[src/rtl/spi_slave_if_if.sv]
// Core-side parallel bus of the SPI slave front-end.
// The slave modport is the SPI block; the master modport is the core logic.
interface spi_slave_if_if #(
    parameter int DATA_W = 8
);
    logic [DATA_W-1:0] rx_data;
    logic              rx_valid;
    logic [DATA_W-1:0] tx_data;
    logic              tx_valid;
    logic              tx_ready;
    logic              underrun;
    logic              frame_abort;
    logic              busy;

    modport slave (
        output rx_data, rx_valid, tx_ready,
        output underrun, frame_abort, busy,
        input  tx_data, tx_valid
    );

    modport master (
        input  rx_data, rx_valid, tx_ready,
        input  underrun, frame_abort, busy,
        output tx_data, tx_valid
    );
endinterface

[src/rtl/spi_slave_if.sv]
// Oversampled SPI slave front-end: pins synchronised into clk, any mode,
// any width, either bit order, one-word TX holding register.
module spi_slave_if #(
    parameter int DATA_W      = 8,
    parameter int CPOL        = 0,
    parameter int CPHA        = 0,
    parameter int MSB_FIRST   = 1,
    parameter int SYNC_STAGES = 2
) (
    input  logic clk,
    input  logic reset,
    input  logic sck,
    input  logic nss,
    input  logic mosi,
    output logic miso,
    output logic miso_oe,
    spi_slave_if_if.slave core
);
    localparam int CW = $clog2(DATA_W + 1);
    localparam logic POL = (CPOL != 0);
    localparam logic [CW-1:0] LAST = CW'(DATA_W - 1);

    typedef enum logic {IDLE, ACTIVE} state_t;

    state_t                 state_q, state_d;
    logic [SYNC_STAGES-1:0] sck_sync_q, sck_sync_d;
    logic [SYNC_STAGES-1:0] nss_sync_q, nss_sync_d;
    logic [SYNC_STAGES-1:0] mosi_sync_q, mosi_sync_d;
    logic                   sck_prev_q, sck_prev_d;
    logic                   nss_prev_q, nss_prev_d;
    logic [CW-1:0]          bit_cnt_q, bit_cnt_d;
    logic [DATA_W-1:0]      rx_sr_q, rx_sr_d;
    logic [DATA_W-1:0]      tx_sr_q, tx_sr_d;
    logic [DATA_W-1:0]      rx_data_q, rx_data_d;
    logic [DATA_W-1:0]      hold_q, hold_d;
    logic                   hold_full_q, hold_full_d;
    logic                   miso_q, miso_d;
    logic                   rx_pend_q, rx_pend_d;
    logic                   rx_valid_q, rx_valid_d;
    logic                   underrun_q, underrun_d;
    logic                   abort_q, abort_d;

    logic              sck_s, nss_s, mosi_s;
    logic              lead, trail, sample, shift, nss_fall;
    logic              load, start, hs;
    logic [DATA_W-1:0] rx_next, word;

    function automatic logic first_bit(input logic [DATA_W-1:0] v);
        return (MSB_FIRST != 0) ? v[DATA_W-1] : v[0];
    endfunction

    function automatic logic [DATA_W-1:0] advance(input logic [DATA_W-1:0] v);
        return (MSB_FIRST != 0) ? {v[DATA_W-2:0], 1'b0} : {1'b0, v[DATA_W-1:1]};
    endfunction

    assign sck_s    = sck_sync_q[SYNC_STAGES-1];
    assign nss_s    = nss_sync_q[SYNC_STAGES-1];
    assign mosi_s   = mosi_sync_q[SYNC_STAGES-1];
    assign lead     = (sck_prev_q == POL) && (sck_s != POL);
    assign trail    = (sck_prev_q != POL) && (sck_s == POL);
    assign sample   = (CPHA == 0) ? lead : trail;
    assign shift    = (CPHA == 0) ? trail : lead;
    assign nss_fall = nss_prev_q && !nss_s;
    assign hs       = core.tx_valid && !hold_full_q;
    assign word     = hold_full_q ? hold_q : '0;
    assign rx_next  = (MSB_FIRST != 0) ? {rx_sr_q[DATA_W-2:0], mosi_s}
                                       : {mosi_s, rx_sr_q[DATA_W-1:1]};

    always_comb begin
        sck_sync_d  = {sck_sync_q[SYNC_STAGES-2:0], sck};
        nss_sync_d  = {nss_sync_q[SYNC_STAGES-2:0], nss};
        mosi_sync_d = {mosi_sync_q[SYNC_STAGES-2:0], mosi};
        sck_prev_d  = sck_s;
        nss_prev_d  = nss_s;
        state_d     = state_q;
        bit_cnt_d   = bit_cnt_q;
        rx_sr_d     = rx_sr_q;
        tx_sr_d     = tx_sr_q;
        rx_data_d   = rx_data_q;
        hold_d      = hold_q;
        hold_full_d = hold_full_q;
        miso_d      = miso_q;
        rx_pend_d   = 1'b0;
        rx_valid_d  = rx_pend_q;
        underrun_d  = 1'b0;
        abort_d     = 1'b0;
        load        = 1'b0;
        start       = 1'b0;
        unique case (state_q)
            IDLE: begin
                if (nss_fall) begin
                    state_d   = ACTIVE;
                    bit_cnt_d = '0;
                    load      = 1'b1;
                    start     = 1'b1;
                end
            end
            ACTIVE: begin
                // nss release wins over a sample landing in the same cycle
                if (nss_s) begin
                    state_d   = IDLE;
                    bit_cnt_d = '0;
                    miso_d    = 1'b0;
                    abort_d   = (bit_cnt_q != '0);
                end else begin
                    if (sample) begin
                        rx_sr_d = rx_next;
                        if (bit_cnt_q == LAST) begin
                            bit_cnt_d = '0;
                            rx_data_d = rx_next;
                            rx_pend_d = 1'b1;
                            load      = 1'b1;
                        end else begin
                            bit_cnt_d = bit_cnt_q + 1'b1;
                        end
                    end
                    if (shift) begin
                        miso_d  = first_bit(tx_sr_q);
                        tx_sr_d = advance(tx_sr_q);
                    end
                end
            end
            default: state_d = IDLE;
        endcase
        if (load) begin
            hold_full_d = 1'b0;
            underrun_d  = !hold_full_q;
            if (start && (CPHA == 0)) begin
                miso_d  = first_bit(word);
                tx_sr_d = advance(word);
            end else begin
                tx_sr_d = word;
            end
        end
        // a same-cycle handshake lands after the load and is kept for the next word
        if (hs) begin
            hold_d      = core.tx_data;
            hold_full_d = 1'b1;
        end
    end

    always_ff @(posedge clk or posedge reset) begin
        if (reset) begin
            state_q     <= IDLE;
            sck_sync_q  <= {SYNC_STAGES{POL}};
            nss_sync_q  <= '1;
            mosi_sync_q <= '0;
            sck_prev_q  <= POL;
            nss_prev_q  <= 1'b1;
            bit_cnt_q   <= '0;
            rx_sr_q     <= '0;
            tx_sr_q     <= '0;
            rx_data_q   <= '0;
            hold_q      <= '0;
            hold_full_q <= 1'b0;
            miso_q      <= 1'b0;
            rx_pend_q   <= 1'b0;
            rx_valid_q  <= 1'b0;
            underrun_q  <= 1'b0;
            abort_q     <= 1'b0;
        end else begin
            state_q     <= state_d;
            sck_sync_q  <= sck_sync_d;
            nss_sync_q  <= nss_sync_d;
            mosi_sync_q <= mosi_sync_d;
            sck_prev_q  <= sck_prev_d;
            nss_prev_q  <= nss_prev_d;
            bit_cnt_q   <= bit_cnt_d;
            rx_sr_q     <= rx_sr_d;
            tx_sr_q     <= tx_sr_d;
            rx_data_q   <= rx_data_d;
            hold_q      <= hold_d;
            hold_full_q <= hold_full_d;
            miso_q      <= miso_d;
            rx_pend_q   <= rx_pend_d;
            rx_valid_q  <= rx_valid_d;
            underrun_q  <= underrun_d;
            abort_q     <= abort_d;
        end
    end

    assign miso             = miso_q;
    assign miso_oe          = (state_q == ACTIVE);
    assign core.rx_data     = rx_data_q;
    assign core.rx_valid    = rx_valid_q;
    assign core.tx_ready    = !hold_full_q;
    assign core.underrun    = underrun_q;
    assign core.frame_abort = abort_q;
    assign core.busy        = (state_q == ACTIVE);
endmodule

[src/flat_wrapper.sv]
// flat-port wrapper written by rule: the top's interface ports become plain ports
module spi_slave_if_flat 
#(
    parameter int DATA_W      = 8,
    parameter int CPOL        = 0,
    parameter int CPHA        = 0,
    parameter int MSB_FIRST   = 1,
    parameter int SYNC_STAGES = 2
)
  (clk, reset, sck, nss, mosi, miso, miso_oe, core_rx_data, core_rx_valid, core_tx_ready, core_underrun, core_frame_abort, core_busy, core_tx_data, core_tx_valid);
  spi_slave_if_if #(.DATA_W(DATA_W)) core_i ();
  input  logic clk;
  input  logic reset;
  input  logic sck;
  input  logic nss;
  input  logic mosi;
  output logic miso;
  output logic miso_oe;
  output wire logic [$bits(core_i.rx_data)-1:0] core_rx_data;
  output wire logic [$bits(core_i.rx_valid)-1:0] core_rx_valid;
  output wire logic [$bits(core_i.tx_ready)-1:0] core_tx_ready;
  output wire logic [$bits(core_i.underrun)-1:0] core_underrun;
  output wire logic [$bits(core_i.frame_abort)-1:0] core_frame_abort;
  output wire logic [$bits(core_i.busy)-1:0] core_busy;
  input wire logic [$bits(core_i.tx_data)-1:0] core_tx_data;
  input wire logic [$bits(core_i.tx_valid)-1:0] core_tx_valid;
  assign core_rx_data = core_i.rx_data;
  assign core_rx_valid = core_i.rx_valid;
  assign core_tx_ready = core_i.tx_ready;
  assign core_underrun = core_i.underrun;
  assign core_frame_abort = core_i.frame_abort;
  assign core_busy = core_i.busy;
  assign core_i.tx_data = core_tx_data;
  assign core_i.tx_valid = core_tx_valid;
  spi_slave_if #(.DATA_W(DATA_W), .CPOL(CPOL), .CPHA(CPHA), .MSB_FIRST(MSB_FIRST), .SYNC_STAGES(SYNC_STAGES)) u_core (.clk(clk), .reset(reset), .sck(sck), .nss(nss), .mosi(mosi), .miso(miso), .miso_oe(miso_oe), .core(core_i));
endmodule
[config.mk]
export PLATFORM = sky130hd
export DESIGN_NAME = spi_slave_if_flat
export DESIGN_NICKNAME = d
export VERILOG_FILES = /design/src/rtl/spi_slave_if_if.sv /design/src/rtl/spi_slave_if.sv /design/src/flat_wrapper.sv
export SDC_FILE = /design/constraint.sdc
export NUM_CORES = 1
export LEC_CHECK = 0
export CELL_PAD_IN_SITES_DETAIL_PLACEMENT = 0
export CELL_PAD_IN_SITES_GLOBAL_PLACEMENT = 1
export CORE_MARGIN = 2
export CORE_UTILIZATION = 37
export CTS_CLUSTER_SIZE = 8
export DETAILED_ROUTE_END_ITERATION = 8
export PLACE_DENSITY = 0.72
export SYNTH_ARGS = -nofsm -noshare
export SYNTH_HDL_FRONTEND = slang
export SYNTH_SLANG_ARGS = --single-unit
export TNS_END_PERCENT = 10
[constraint.sdc]
create_clock -name clk -period 1.5 [get_ports clk]
set_input_delay 0.3 -clock clk [delete_from_list [all_inputs] [get_ports clk]]
set_output_delay 0.3 -clock clk [all_outputs]
set_load 0.01 [all_outputs]
* After elaboration in Yosys (flattened, before gate mapping)
Cells that the tools add are included.
Cells by class: add/sub/neg operators 1, reductions and logical operators 14, bitwise logic cells 4, muxes and demuxes 30, eq/ne operators 4
Operator list (count):
- 2-to-1 mux 8 bit | 6
- 2-to-1 mux 1 bit | 17
- 2-to-1 mux 4 bit | 4
- one-hot mux 4 bit (2 select lines) | 1
- AND reduction 3 bit | 2
- nonzero test 2 bit | 3
- adder 4 x 1 -> 4 bit, second input constant | 1
- == test 4 x 3 -> 1 bit, second input constant | 1
- logical AND 1 bit | 4
- NOT 1 bit | 4
- one-hot mux 1 bit (2 select lines) | 2
- AND reduction 4 bit | 1
- nonzero test 4 bit | 1
- inequality test 3 bit, second input constant | 1
- logical NOT 1 bit | 2
- inequality test 2 x 1 -> 1 bit, second input constant | 1
- inequality test 2 bit, second input constant | 1
- AND reduction 2 bit | 1
Storage, ports and cells: logic and storage cells 70, bits in registers 50, bits of input ports 14, output and inout port bits 15

* Logic depth before layout (Yosys ltp)
Gate-level depths: netlist (run 1).
depth after elaboration 7, depth in mapped cells 7, mapped depth without buffers 5

* Worst setup path before layout (run 1)
Ideal clock, no wire load.
path type register to register, start reg u_core.state_q, in the netlist u_core.core.busy, end reg u_core.tx_sr_q[3], cell stages (with the launch flop) 8, slack -0.108 ns, path buffers 3, arrival 1.482 ns, period minus slack after synthesis 1.608 ns, library setup time 0.126 ns, required time 1.374 ns, cells stage by stage dfrtp_1 > buf_4 > or3b_1 > buf_6 > buf_2 > nand3_1 > mux2_1 > a31oi_1
Between the ends: longest elaborated chain between the ends 4, elaborated cells on any way between the ends 9, those cells by class 1 x eq/ne; 4 x mux; 1 x bitwise; 3 x reduce/logical
RTL lines:
- start, declared | line spi_slave_if.sv:25 | state_t state_q, state_d;
- start signal, assigned | line spi_slave_if.sv:162 | state_q <= state_d;
- NOT 1 bit | line spi_slave_if.sv:89 | unique case (state_q)
- one-hot mux 1 bit (2 select lines) | line spi_slave_if.sv:89
- inequality test 2 bit (no line) or nonzero test 2 bit (tied branches)
- AND reduction 3 bit (no line)
- end signal, assigned | line spi_slave_if.sv:170 | tx_sr_q <= tx_sr_d;
- end, declared | line spi_slave_if.sv:33 | logic [DATA_W-1:0] tx_sr_q, tx_sr_d;
Several ways; a longest one is shown, not always the timed one. A chain may end at the register's enable or synchronous reset.

* Final worst setup path (run 1)
start reg u_core.nss_prev_q, end reg u_core.tx_sr_q[7]
Between the ends: longest elaborated chain between the ends 5, elaborated cells on any way between the ends 10, those cells by class 1 x eq/ne; 5 x mux; 4 x reduce/logical
RTL lines:
- start, declared | line spi_slave_if.sv:30 | logic nss_prev_q, nss_prev_d;
- start signal, assigned | line spi_slave_if.sv:167 | nss_prev_q <= nss_prev_d;
- logical AND 1 bit (*) | line spi_slave_if.sv:63 | assign nss_fall = nss_prev_q && !nss_s;
- 2-to-1 mux 1 bit (*) | line spi_slave_if.sv:91 | if (nss_fall) begin
- one-hot mux 1 bit (2 select lines) or 2-to-1 mux 1 bit (tied branches) | line spi_slave_if.sv:89
- inequality test 2 bit (no line) (tied with other cells)
- AND reduction 3 bit (no line) or 2-to-1 mux 8 bit (tied branches)
Mark *: on every way between the ends. The rest lies on a longest branch, timed or not.

==> results.yml, run 1 <==
global_route:
  grt_pass1_wl_um: 6610
  grt_max_degree: 51
  overflow: 0
  track_usage_pct: 13.3
  grt_pass1_vias: 1473
  grt_antenna_before_repair: 0
worst_setup_path:
  cp.required_ns: 1.71
  start_kind: "register"
  crit_arrival_ns: 1.78
  path_class: "reg -> reg"
  cp_max_fo: 7
  r2r_setup_slack_ns: -0.07
  worst_setup_path_end_kind: "register"
route:
  wl_met3_um: 131
  vias: 1452
  drtAntennaViolNets: 0
  drc: 0
  post_drt_wl_per_cell_um: 13.0
  highest_layer: "met4"
  wl_met2_um: 1980
  routed_via_density: 4.81
  routed_wl_um: 3920
  drt_iter0_drc: 83
  firstDrtPassIters: 4
  wl_met1_um: 1760
run_status:
  violations: "negative setup slack"
  outcome: "finished, violations left"
layout:
  layout_commonest_cell: "dfrtp_1"
  synthToLayoutAreaGrowth_pct: 28.8
  design_area_sq_um: 2810
  final_cell_mix: "47 x dfrtp_1, 23 x buf_4, 18 x nand2_1"
  final_cell_count_no_fill: 302
  fin_nets: 245
  drive_above_1_share_pct: 27.8
  insertedDiodeCount: 0
clock_tree:
  cts_hold_buf: 0
  root_buffer: "clkbuf_8"
  htreeDepth: 2
  clockBufferDepth: 2
  cts_buffers: 5
  clock_sinks: 50
  path_clk_slew_ns: 0.09
  cts_tree: "built"
  clock_latency_ns: 0.30
timing:
  tightest_slew_ns: 0.263
  finalCritPeriodShare_pct: 105
  rsz0062_at_grt: "true"
  slew-limit-headroom_pct: 82.4
  setup_viol: 7
  fin_crit_ns: 1.57
  worst_slack_ns: -0.0711
  slew_violations: 0
  fmax_mhz: 636
  hold-worst-slack_ns: 0.354
  hold_viol: 0
  finClkSkew_ns: 0.00739
synth:
  synth_top_cell_by_area: "dfrtp_1"
  ys_ff_latch: 50
  synth_cells: 178
  synthesis.area_sq_um: 2180
  synth.area.top_cells: "dfrtp_1 54%, mux2_2 8.8%, mux2_1 6.7%"
  syn_area_per_cell_sq_um: 12.3
  synth_top_area_share_pct: 53.9
  yosys_warnings: 0
  synth_cell_types: 29
  synth_edf_count: 0
  synthArstFlopShare_pct: 100
  yosysSeqAreaShare_pct: 57.5
  synth-main-ff-cell: "dfrtp_1"
  syn-num-nets: 194
power_and_ir_drop:
  pwr-share-comb_pct: 20.8
  p_seq_share_pct: 55.2
  intPower_mw: 2.29
  p_leak_nw: 1.36
  power_mw: 3.16
  power_density_nw_per_um2: 1120
  p_clk_share_pct: 24.0
  power_switching_uw: 872
  peakVddDrop_mv: 0.635
  sw_frac_of_total_pct: 27.6
floorplanning:
  dieWidth_um: 80.8
  dieHeight_um: 80.8
  floorplan.initialDensity_pct: 38.9
  die_area_sq_um: 6520
  io_pins: 29
  core_area_sq_um: 5610
  num_rows: 27
placed_design:
  placedCellCount: 292
  place_congestion: 0.699
  dpl_cell_area_sq_um: 2680
  place_hpwl_um: 2780
  port_buffers: 28
job:
  cap_violations: 0
min_path:
  hp-class: "reg -> reg"
[cell type report]
| type | instances | area [sq um] |
|---|---|---|
| clock inverter | 2 | 13.8 |
| inverter | 7 | 26.3 |
| fill | 528 | 2800 |
| tap | 72 | 90.1 |
| multi-input combinational | 109 | 828 |
| clock buffer | 6 | 72.6 |
| sequential | 50 | 1250 |
| timing repair buffer | 56 | 523 |
[cells in the mapped netlist (2+ instances only)]
cell,count
mux2_1,13
nand3b_1,2
nor2_1,11
buf_2,2
o21ai_0,5
nand2b_1,3
ha_1,2
dfrtp_1,47
buf_4,2
clkbuf_1,2
dfstp_2,3
buf_6,6
nor2b_1,3
nand2_1,18
mux2_2,17
inv_1,7
a21oi_1,5
nand4bb_1,2
a31oi_1,7
nand3_1,12
[sequential cells by signal (all words and copies together) (netlist names)]
name,cells
u_core.core.rx_valid,1
u_core.mosi_sync_q,2
u_core.rx_pend_q,1
u_core.miso,1
u_core.bit_cnt_q,4
u_core.hold_q,8
u_core.sck_sync_q,2
u_core.hold_full_q,1
u_core.core.frame_abort,1
u_core.nss_prev_q,1
u_core.nss_sync_q,2
u_core.tx_sr_q,8
u_core.rx_sr_q,7
u_core.sck_prev_q,1
u_core.core.underrun,1
u_core.core.busy,1
u_core.core.rx_data,8
[kinds of logic (layout without fill, tap and decap cells)]
logic type | Yosys count | in the layout | share of synthesized area [%]
buffers and inverters | 19 | 71 | 5.79
adders and majority gates | 2 | 2 | 1.15
and+or+nand+nor | 55 | 55 | 13.7
muxes | 30 | 30 | 15.5
DFF | 50 | 50 | 57.5
AOI/OAI and AO/OA | 20 | 20 | 5.56
xor gates and xnor gates | 2 | 2 | 0.803
[metal layers]
| layer | vias to the layer above | GRT usage [%] |
|---|---|---|
| met5 | - | 0 |
| met4 | 0 | 4.24 |
| met3 | 4 | 4.56 |
| met2 | 17 | 22.3 |
| met1 | 723 | 16.3 |
| li1 | 708 | - |
[timing repair]
item | 4_1_cts | 5_1_grt
resized for setup | 16 | 3
setup endpoints to repair | 27 | 22
buffers inserted | 1 | 1
gates cloned | 0 | 0
pin swaps | 11 | 1
[power by group through the flow]
stage                     Clock [mW]  Combinational, mW  Sequential, mW
after floorplan                    0              0.448            1.72
after global placement             0              0.658            1.77
after detailed placement           0              0.668            1.78
after CTS                      0.798              0.661            1.75
after global routing           0.865              0.748            1.77
final                          0.759              0.656            1.74
[metrics by stage]
step	util, %	worst slack, ns	setup TNS (ns)
6_report	50.1	-0.0711	-0.201
5_1_grt	50.1	-0.112	-1.07
4_1_cts	49.6	-0.0691	-0.239
3_5_place_dp	47.9	-0.121	-1.36
3_3_place_gp	47.9	-0.0913	-1.22
2_1_floorplan	-	-0.0820	-0.935
[critical path, stage by stage (launching register included)]
cell and delay, ns:
dfstp_2 0.54, or3b_4 0.41, buf_6 0.16, nor2_8 0.12, nand2_1 0.08, a31oi_1 0.18
[final timing paths]
kind	startpoint	to	cells after the start
max	u_core.nss_prev_q$_DFF_PP1_	u_core.tx_sr_q[7]$_DFFE_PP0P_	5
max in group asynchronous	reset	u_core.nss_prev_q$_DFF_PP1_	3
min reg2reg	u_core.sck_sync_q[0]$_DFF_PP0_	u_core.sck_sync_q[1]$_DFF_PP0_	0
min	u_core.sck_sync_q[0]$_DFF_PP0_	u_core.sck_sync_q[1]$_DFF_PP0_	0
min in group asynchronous	reset	u_core.core.rx_data[1]$_DFFE_PP0P_	3
max reg2reg	u_core.nss_prev_q$_DFF_PP1_	u_core.tx_sr_q[7]$_DFFE_PP0P_	5
(Power assumes the default switching activity.)
==> inputs of run 2 (changes only) <==
--- a/config.mk
+++ b/config.mk
@@ -12,6 +12,7 @@
 export CTS_CLUSTER_SIZE = 8
 export DETAILED_ROUTE_END_ITERATION = 8
 export PLACE_DENSITY = 0.72
+export RECOVER_POWER = 25
 export SYNTH_ARGS = -nofsm -noshare
 export SYNTH_HDL_FRONTEND = slang
 export SYNTH_SLANG_ARGS = --single-unit
==> results.yml, run 2 (synthesis results as in run 1) <==
power_and_ir_drop:
  peakVddDrop_mv: 0.635
  p_leak_nw: 1.35
  power_density_nw_per_um2: 1130
layout:
  fin_nets: 245
  fillCellCount: 530
  final_cell_mix: "47 x dfrtp_1, 23 x buf_4, 18 x nand2_1"
  synthToLayoutAreaGrowth_pct: 28.2
  drive_above_1_share_pct: 27.4
  layout_commonest_cell: "dfrtp_1"
  final_cell_count_no_fill: 302
  insertedDiodeCount: 0
  utilization_pct: 49.9
timing:
  finClkSkew_ns: 0.00740
  hold_viol: 0
  fmax_mhz: 637
  setup_viol: 7
  tightest_slew_ns: 0.660
  slew-limit-headroom_pct: 56.0
  worst_slack_ns: -0.0710
  rsz0062_at_grt: "true"
  slew_violations: 0
  finalCritPeriodShare_pct: 105
  fin_crit_ns: 1.57
worst_setup_path:
  path_class: "reg -> reg"
  cp_max_fo: 7
  crit_arrival_ns: 1.78
  cp.required_ns: 1.71
  r2r_setup_slack_ns: -0.07
  ff2ff_path_depth: 5
  r2r_start: "u_core.nss_prev_q$_DFF_PP1_"
  rr_endpoint: "u_core.tx_sr_q[7]$_DFFE_PP0P_"
  worst_setup_path_end_kind: "register"
  start_kind: "register"
min_path:
  hold_start: "u_core.sck_sync_q[0]$_DFF_PP0_"
  holdPathStages: 0
  hp-class: "reg -> reg"
  min_to: "u_core.sck_sync_q[1]$_DFF_PP0_"
placed_design:
  port_buffers: 28
  place_hpwl_um: 2780
  placedCellCount: 292
  place_congestion: 0.699
  dp_slack_ns: -0.121
clock_tree:
  path_clk_slew_ns: 0.09
  root_buffer: "clkbuf_8"
  cts_buffers: 5
  cts_hold_buf: 0
  htreeDepth: 2
  cts_tree: "built"
  clock_sinks: 50
  clockBufferDepth: 2
  clock_latency_ns: 0.30
route:
  post_drt_wl_per_cell_um: 13.0
  drtAntennaViolNets: 0
  routed_via_density: 4.80
  drt_iter0_drc: 83
  drc: 0
  vias: 1451
  routed_wl_um: 3920
  firstDrtPassIters: 4
floorplanning:
  floorplan.initialDensity_pct: 38.9
  die_area_sq_um: 6520
  dieWidth_um: 80.8
  core_area_sq_um: 5610
  num_rows: 27
  dieHeight_um: 80.8
  io_pins: 29
global_route:
  grt_max_degree: 51
  grt_pass1_wl_um: 6610
  track_usage_pct: 13.3
  overflow: 0
  grt_antenna_before_repair: 0
  grt_pass1_vias: 1473
job:
  cap_violations: 0
run_status:
  outcome: "finished, violations left"
  violations: "negative setup slack"
run 2: layer usage:
layer / wire length [um] / share of wire [%] / up-vias / track usage [%]
met1: 1760 / 45 / 723 / 16.3
met5: 0 / 0 / - / 0
met2: 1980 / 51 / 17 / 22.3
li1: - / - / 707 / -
met4: 45 / 1.1 / 0 / 4.24
met3: 131 / 3.3 / 4 / 4.56
run 2: area by class of cell:
cell class,count,area [sq um],area share [%]
Clock buffer,6,72.6,2.60
Clock inverter,2,13.8,0.492
Inverter,7,26.3,0.940
Multi-Input combinational cell,109,828,29.6
Sequential cell,50,1250,44.9
Tap cell,72,90.1,3.22
Timing Repair Buffer,56,510,18.3
run 2: how the worst max path moves through the flow:
stage,from,end,depth (start not counted)
6_report,u_core.nss_prev_q$_DFF_PP1_,u_core.tx_sr_q[7]$_DFFE_PP0P_,5
5_1_grt,u_core.bit_cnt_q[0]$_DFFE_PP0P_,u_core.tx_sr_q[5]$_DFFE_PP0P_,6
3_3_place_gp,u_core.nss_prev_q$_DFF_PP1_,u_core.tx_sr_q[2]$_DFFE_PP0P_,5
3_5_place_dp,u_core.nss_prev_q$_DFF_PP1_,u_core.tx_sr_q[7]$_DFFE_PP0P_,5
4_1_cts,u_core.nss_prev_q$_DFF_PP1_,u_core.tx_sr_q[7]$_DFFE_PP0P_,5
2_1_floorplan,u_core.core.busy$_DFF_PP0_,u_core.tx_sr_q[2]$_DFFE_PP0P_,7
run 2: report_power, final:
| part | internal [mW] | leakage (nW) | switching, mW | total (mW) |
|---|---|---|---|---|
| Sequential | 1.58 | 0.626 | 0.164 | 1.74 |
| Combinational | 0.368 | 0.682 | 0.281 | 0.649 |
| Clock | 0.333 | 0.0456 | 0.426 | 0.759 |
| Total | 2.28 | 1.35 | 0.871 | 3.15 |
run 2: critical path: stages (launching register included):
cell and delay (ns):
dfstp_2 0.54, or3b_4 0.41, buf_6 0.16, nor2_8 0.12, nand2_1 0.08, a31oi_1 0.18
run 2: what timing repair did:
action	4_1_cts	5_1_grt
pin swaps	11	1
endpoints found under the setup margin	27	22
buffers inserted	1	1
resized for setup	16	3
run 2: per-stage QoR:
step	area, sq um	hold slack, ns	TNS, ns	total power [mW]
finish	2800	0.354	-0.201	3.15
global route	2800	0.365	-1.07	3.38
CTS	2780	0.357	-0.239	3.21
detailed placement	2680	0.336	-1.36	2.44
global placement	2680	0.333	-1.22	2.43
floorplan	2190	0.304	-0.935	2.17
